File: config.mk
export PLATFORM = sky130hd
export DESIGN_NAME = dense_layer_seq
export DESIGN_NICKNAME = d
export VERILOG_FILES = /design/src/rtl/dense_layer_seq.sv
export SDC_FILE = /design/constraint.sdc
export NUM_CORES = 1
export LEC_CHECK = 0
export ABC_CLOCK_PERIOD_IN_PS = 18500
export CORE_ASPECT_RATIO = 1.25
export CORE_UTILIZATION = 45
export CTS_BUF_LIST = sky130_fd_sc_hd__clkbuf_16
export CTS_CLUSTER_SIZE = 8
export DETAILED_ROUTE_END_ITERATION = 7
export PLACE_DENSITY = 0.59
export SLEW_MARGIN = 0
export SYNTH_ARGS = -nofsm -noshare
export SYNTH_HDL_FRONTEND = slang
export SYNTH_SLANG_ARGS = --single-unit
export TNS_END_PERCENT = 20
File: constraint.sdc
create_clock -name clk_i -period 18.5 [get_ports clk_i]
set_clock_uncertainty 0.1 [all_clocks]
set_input_delay 1.85 -clock clk_i [delete_from_list [all_inputs] [get_ports clk_i]]
set_output_delay 1.85 -clock clk_i [all_outputs]
set_load 0.01 [all_outputs]
File: src/rtl/dense_layer_seq.sv
// Time-multiplexed fully-connected layer: one signed MAC per cycle over run-time loaded weights,
// followed by ReLU or linear saturation into per-neuron output slots.
module dense_layer_seq #(
  parameter int unsigned N_IN  = 4,
  parameter int unsigned N_OUT = 8,
  parameter int unsigned X_W   = 4,
  parameter int unsigned W_W   = 8,
  parameter int unsigned ACC_W = 16,
  parameter int unsigned OUT_W = 10,
  parameter int unsigned RELU  = 1,
  localparam int unsigned AW   = ($clog2(N_IN * N_OUT) > 0) ? $clog2(N_IN * N_OUT) : 1
) (
  input  logic                     clk_i,
  input  logic                     rst_i,
  input  logic                     en_i,
  input  logic                     wr_en_i,
  input  logic [AW-1:0]            wr_addr_i,
  input  logic signed [W_W-1:0]    wr_data_i,
  input  logic                     start_i,
  input  logic [N_IN*X_W-1:0]      x_i,
  output logic                     busy_o,
  output logic                     done_o,
  output logic [N_OUT*OUT_W-1:0]   y_o
);

  localparam int unsigned NW  = N_IN * N_OUT;
  localparam int unsigned IW  = (N_IN > 1) ? $clog2(N_IN) : 1;
  localparam int unsigned JW  = (N_OUT > 1) ? $clog2(N_OUT) : 1;
  localparam int unsigned P_W = X_W + W_W + 1;

  localparam logic signed [ACC_W-1:0] UMAX = ACC_W'((64'sd1 <<< OUT_W) - 64'sd1);
  localparam logic signed [ACC_W-1:0] SMAX = ACC_W'((64'sd1 <<< (OUT_W - 1)) - 64'sd1);
  localparam logic signed [ACC_W-1:0] SMIN = ACC_W'(-(64'sd1 <<< (OUT_W - 1)));

  typedef enum logic [1:0] {StIdle, StMac, StDone} state_e;

  state_e                   state_q, state_d;
  logic [N_IN*X_W-1:0]      x_q;
  logic [IW-1:0]            i_q;
  logic [JW-1:0]            j_q;
  logic signed [ACC_W-1:0]  acc_q;
  logic signed [W_W-1:0]    w_q [NW];
  logic [N_OUT*OUT_W-1:0]   y_q;

  logic                     start_ok, last_i, last_j, wr_ok;
  logic [AW-1:0]            w_idx;
  logic [X_W-1:0]           x_cur;
  logic signed [W_W-1:0]    w_cur;
  logic signed [P_W-1:0]    x_ext, w_ext, prod;
  logic signed [ACC_W-1:0]  sum;
  logic [OUT_W-1:0]         y_new;

  // DONE behaves like IDLE for accepting a new pass, so only MAC blocks starts and writes.
  assign start_ok = en_i & start_i & (state_q != StMac);
  assign wr_ok    = en_i & wr_en_i & (state_q != StMac) & (32'(wr_addr_i) < NW);
  assign last_i   = (i_q == IW'(N_IN - 1));
  assign last_j   = (j_q == JW'(N_OUT - 1));

  assign w_idx = AW'(32'(j_q) * N_IN + 32'(i_q));
  assign x_cur = x_q[i_q*X_W +: X_W];
  assign w_cur = w_q[w_idx];
  assign x_ext = P_W'($signed({1'b0, x_cur}));
  assign w_ext = P_W'(w_cur);
  assign prod  = x_ext * w_ext;
  assign sum   = acc_q + ACC_W'(prod);

  always_comb begin
    y_new = '0;
    if (RELU != 0) begin
      if (sum < 0)          y_new = '0;
      else if (sum > UMAX)  y_new = UMAX[OUT_W-1:0];
      else                  y_new = sum[OUT_W-1:0];
    end else begin
      if (sum < SMIN)       y_new = SMIN[OUT_W-1:0];
      else if (sum > SMAX)  y_new = SMAX[OUT_W-1:0];
      else                  y_new = sum[OUT_W-1:0];
    end
  end

  always_ff @(posedge clk_i) begin
    if (rst_i) state_q <= StIdle;
    else       state_q <= state_d;
  end

  always_comb begin
    state_d = state_q;
    if (en_i) begin
      unique case (state_q)
        StIdle:  if (start_i) state_d = StMac;
        StMac:   if (last_i && last_j) state_d = StDone;
        StDone:  state_d = start_i ? StMac : StIdle;
        default: state_d = StIdle;
      endcase
    end
  end

  always_comb begin
    busy_o = (state_q == StMac);
    done_o = (state_q == StDone);
  end

  assign y_o = y_q;

  always_ff @(posedge clk_i) begin
    if (rst_i) begin
      x_q   <= '0;
      i_q   <= '0;
      j_q   <= '0;
      acc_q <= '0;
      y_q   <= '0;
      for (int k = 0; k < int'(NW); k++) w_q[k] <= '0;
    end else if (en_i) begin
      if (wr_ok) w_q[wr_addr_i] <= wr_data_i;
      if (start_ok) begin
        x_q   <= x_i;
        i_q   <= '0;
        j_q   <= '0;
        acc_q <= '0;
      end else if (state_q == StMac) begin
        if (last_i) begin
          y_q[j_q*OUT_W +: OUT_W] <= y_new;
          acc_q <= '0;
          i_q   <= '0;
          j_q   <= last_j ? '0 : j_q + JW'(1);
        end else begin
          acc_q <= sum;
          i_q   <= i_q + IW'(1);
        end
      end
    end
  end

endmodule

==> flow_summary.ini <==
[floorplanning]
core_area_mm2 = 0.0442
die_height_um = 239
initial_core_util_pct = 45.8
die_w_um = 192
num_rows = 86
io_pins = 116
dieArea_mm2 = 0.0459

[sta]
relSlewSlack_pct = 15.9
drv_slew = 0
fin_crit_ns = 8.82
rsz0062_at_grt = false
worst_pin_slew_ns = 1.26
setup_tns_ns = 0
setup_viol_count_final = 0
layout_worst_path_cycle_share_pct = 47.7
fmax_mhz = 113
hold_violations = 0

[worst_hold_path]
min_path_type = flip-flop to flip-flop

[power_and_ir_drop]
finalPower_uw = 2050
ir_drop_uv = 69.0
leakagePower_uw = 0.00855
powerDensity_mw_per_mm2 = 87.9

[yosys]
yosysSeqAreaShare_pct = 49.7
postSynth.asyncResetShare_pct = 0
syn_area_mm2 = 0.0202
ys.warnings.count = 0
synthCells = 1769
ys_types = 91
synth-main-ff-cell = edfxtp_1
synth_fp_nets = 1878
synth_edf_count = 256
avgSynthCellArea_um2 = 11.4
ys_seq_elements = 375

[clock_network]
clk_latency_ns = 0.61
h-tree-depth = 2
cts_setup_buffers = 0
clock-root-buffer = clkbuf_16
cts_tree = done
cts_resized = 0
clkTransAtPathRegs_ns = 0.05
clk_path_buf_depth = 3
hold_buffers = 0
numCtsBuffers = 53
cts.sinks = 375

[global_routing]
grt-ovfl-total = 0
track_usage_pct = 25.2
grt_pass1_vias = 14300
grt_pass1_wl_um = 86600
antenna_found_initial = 0
grt_max_degree = 74

[placement]
globalplace.congestion = 1.03
place_hpwl_um = 39400
io_buffers = 115

[setup_path]
critPathRequiredTime_ns = 18.86
end_kind = flip-flop
arrival_ns = 9.18
start_kind = flip-flop
critPathKind = flip-flop to flip-flop
crit_fanout = 40

[run]
drv_cap = 0

[drt]
viasPerCell = 5.83
drc = 0
routed_wl_um = 56400
first_iter_violations = 1091
wl_per_cell_um = 23.1
ant_nets = 0
num_vias = 14200
dr.pass1.iters = 5

[cells_and_area]
nets = 1968
drive_gt1_share_pct = 13.5
final_common_cell = and2_1
area_growth_pct = 15.1
diodes = 0
mostFrequentLayoutCells = and2_1, edfxtp_1, nor2_1

[status]
status = finished, final reports clean
state kept, by name (all words and copies together) (netlist names):
name	cells
i_q	2
w_q	256
x_q	16
acc_q	16
j_q	3
state_q	2
y_o	80
power breakdown:
| group | total, µW | internal, µW | switching, µW |
|---|---|---|---|
| Clock | 860 | 506 | 354 |
| Combinational | 262 | 80.4 | 182 |
| Sequential | 927 | 916 | 11.2 |
stage by stage:
| stage | hold WS (ns) | cell area [µm²] | worst slack, ns | util [%] | cells |
|---|---|---|---|---|---|
| finish | 0.355 | 23300 | 9.68 | 52.7 | 2442 |
| global route | 0.373 | 23300 | 9.06 | 52.7 | 2442 |
| CTS | 0.356 | 23300 | 9.59 | 52.7 | 2442 |
| detailed placement | 0.349 | 21900 | 9.58 | 49.5 | 2376 |
| global placement | 0.343 | 21900 | 9.73 | 49.5 | 2376 |
| floorplan | 0.333 | 20200 | 11.81 | - | 1769 |
kinds of logic after synthesis:
group	count (synthesis)	share of synthesized area, %
AO/OA/AOI/OAI	266	9.56
AND/OR/NAND/NOR	740	19.8
buffers and inverters	183	3.51
multiplexers	106	10.3
flip-flops	375	49.7
adder cells (fa/ha/maj)	75	5.89
XOR/XNOR	24	1.20
critical path, stage by stage (launching register included):
cell      delay (ns)
dfxtp_4         0.86
buf_4           0.69
mux4_2          0.62
mux4_2          0.52
mux2i_1         0.39
nor2_1          0.27
fa_1            0.56
fa_1            0.50
inv_1           0.06
fa_1            0.53
inv_1           0.04
ha_1            0.42
a41o_1          0.26
a21o_1          0.15
a31oi_1         0.17
xor2_1          0.35
o211ai_4        0.27
nor3_2          0.80
nand2_1         0.31
a31oi_1         0.62
o21ai_1         0.16
final timing paths:
check / from / endpoint / slack [ns] / cells after the start
max: i_q[0]$_SDFFE_PP0P_ / y_o[44]$_SDFFE_PP0P_ / 9.68 / 20
min: x_q[8]$_SDFFE_PP0P_ / x_q[8]$_SDFFE_PP0P_ / 0.35 / 2
max reg2reg: i_q[0]$_SDFFE_PP0P_ / y_o[44]$_SDFFE_PP0P_ / 9.68 / 20
min reg2reg: x_q[8]$_SDFFE_PP0P_ / x_q[8]$_SDFFE_PP0P_ / 0.35 / 2
cell type report:
| cell class | count | area (µm²) |
|---|---|---|
| well taps | 572 | 716 |
| clock buffers | 53 | 1330 |
| inverters | 83 | 312 |
| fillers | 3882 | 20900 |
| clock inverters | 13 | 101 |
| multi-input cells | 1211 | 9470 |
| flip-flops and latches | 375 | 10100 |
| repair buffers | 135 | 1300 |
cell usage after synthesis, types with 4 or more instances:
library cell / number / share of area [%]
o41ai_1: 9 / 0.39
a311oi_1: 6 / 0.26
fa_1: 34 / 3.4
clkbuf_1: 78 / 1.4
nand3_1: 30 / 0.74
nand2b_1: 9 / 0.28
buf_2: 10 / 0.25
nor2_1: 170 / 3.2
or3_1: 10 / 0.31
nand4_1: 8 / 0.25
o21ai_1: 12 / 0.30
edfxtp_1: 256 / 38
mux4_2: 82 / 9.1
nor4_2: 5 / 0.31
or2_2: 40 / 1.2
o21bai_1: 5 / 0.19
a22oi_1: 20 / 0.74
o31ai_1: 9 / 0.33
dfxtp_1: 119 / 12
a211oi_1: 23 / 0.85
xnor2_1: 10 / 0.43
o21ai_0: 25 / 0.62
nor2b_1: 15 / 0.46
ha_1: 41 / 2.5
mux2_2: 6 / 0.33
a31oi_1: 9 / 0.28
a32oi_1: 8 / 0.35
and3_1: 5 / 0.15
nor4_1: 6 / 0.19
inv_1: 81 / 1.5
a221oi_1: 7 / 0.30
a21o_1: 7 / 0.26
nand2_1: 100 / 1.9
nor3_1: 35 / 0.87
and2_1: 261 / 8.1
mux2i_1: 18 / 0.89
nand3b_1: 28 / 1.0
o22ai_1: 4 / 0.12
o211ai_1: 6 / 0.22
xor2_1: 11 / 0.48
buf_1: 10 / 0.19
nor3_2: 4 / 0.20
a21oi_1: 65 / 1.6
o21a_1: 10 / 0.37
routing by layer:
metal,part of all wire [%],vias up,global-route usage (%),routed length [µm]
met5,0,-,0,0
met1,41,7100,31.8,23000
met2,51,452,44.0,28900
met3,4.9,122,3.61,2760
met4,3.1,0,8.49,1760
li1,-,6561,-,-
Note: power is estimated with default switching activity, not from simulation.
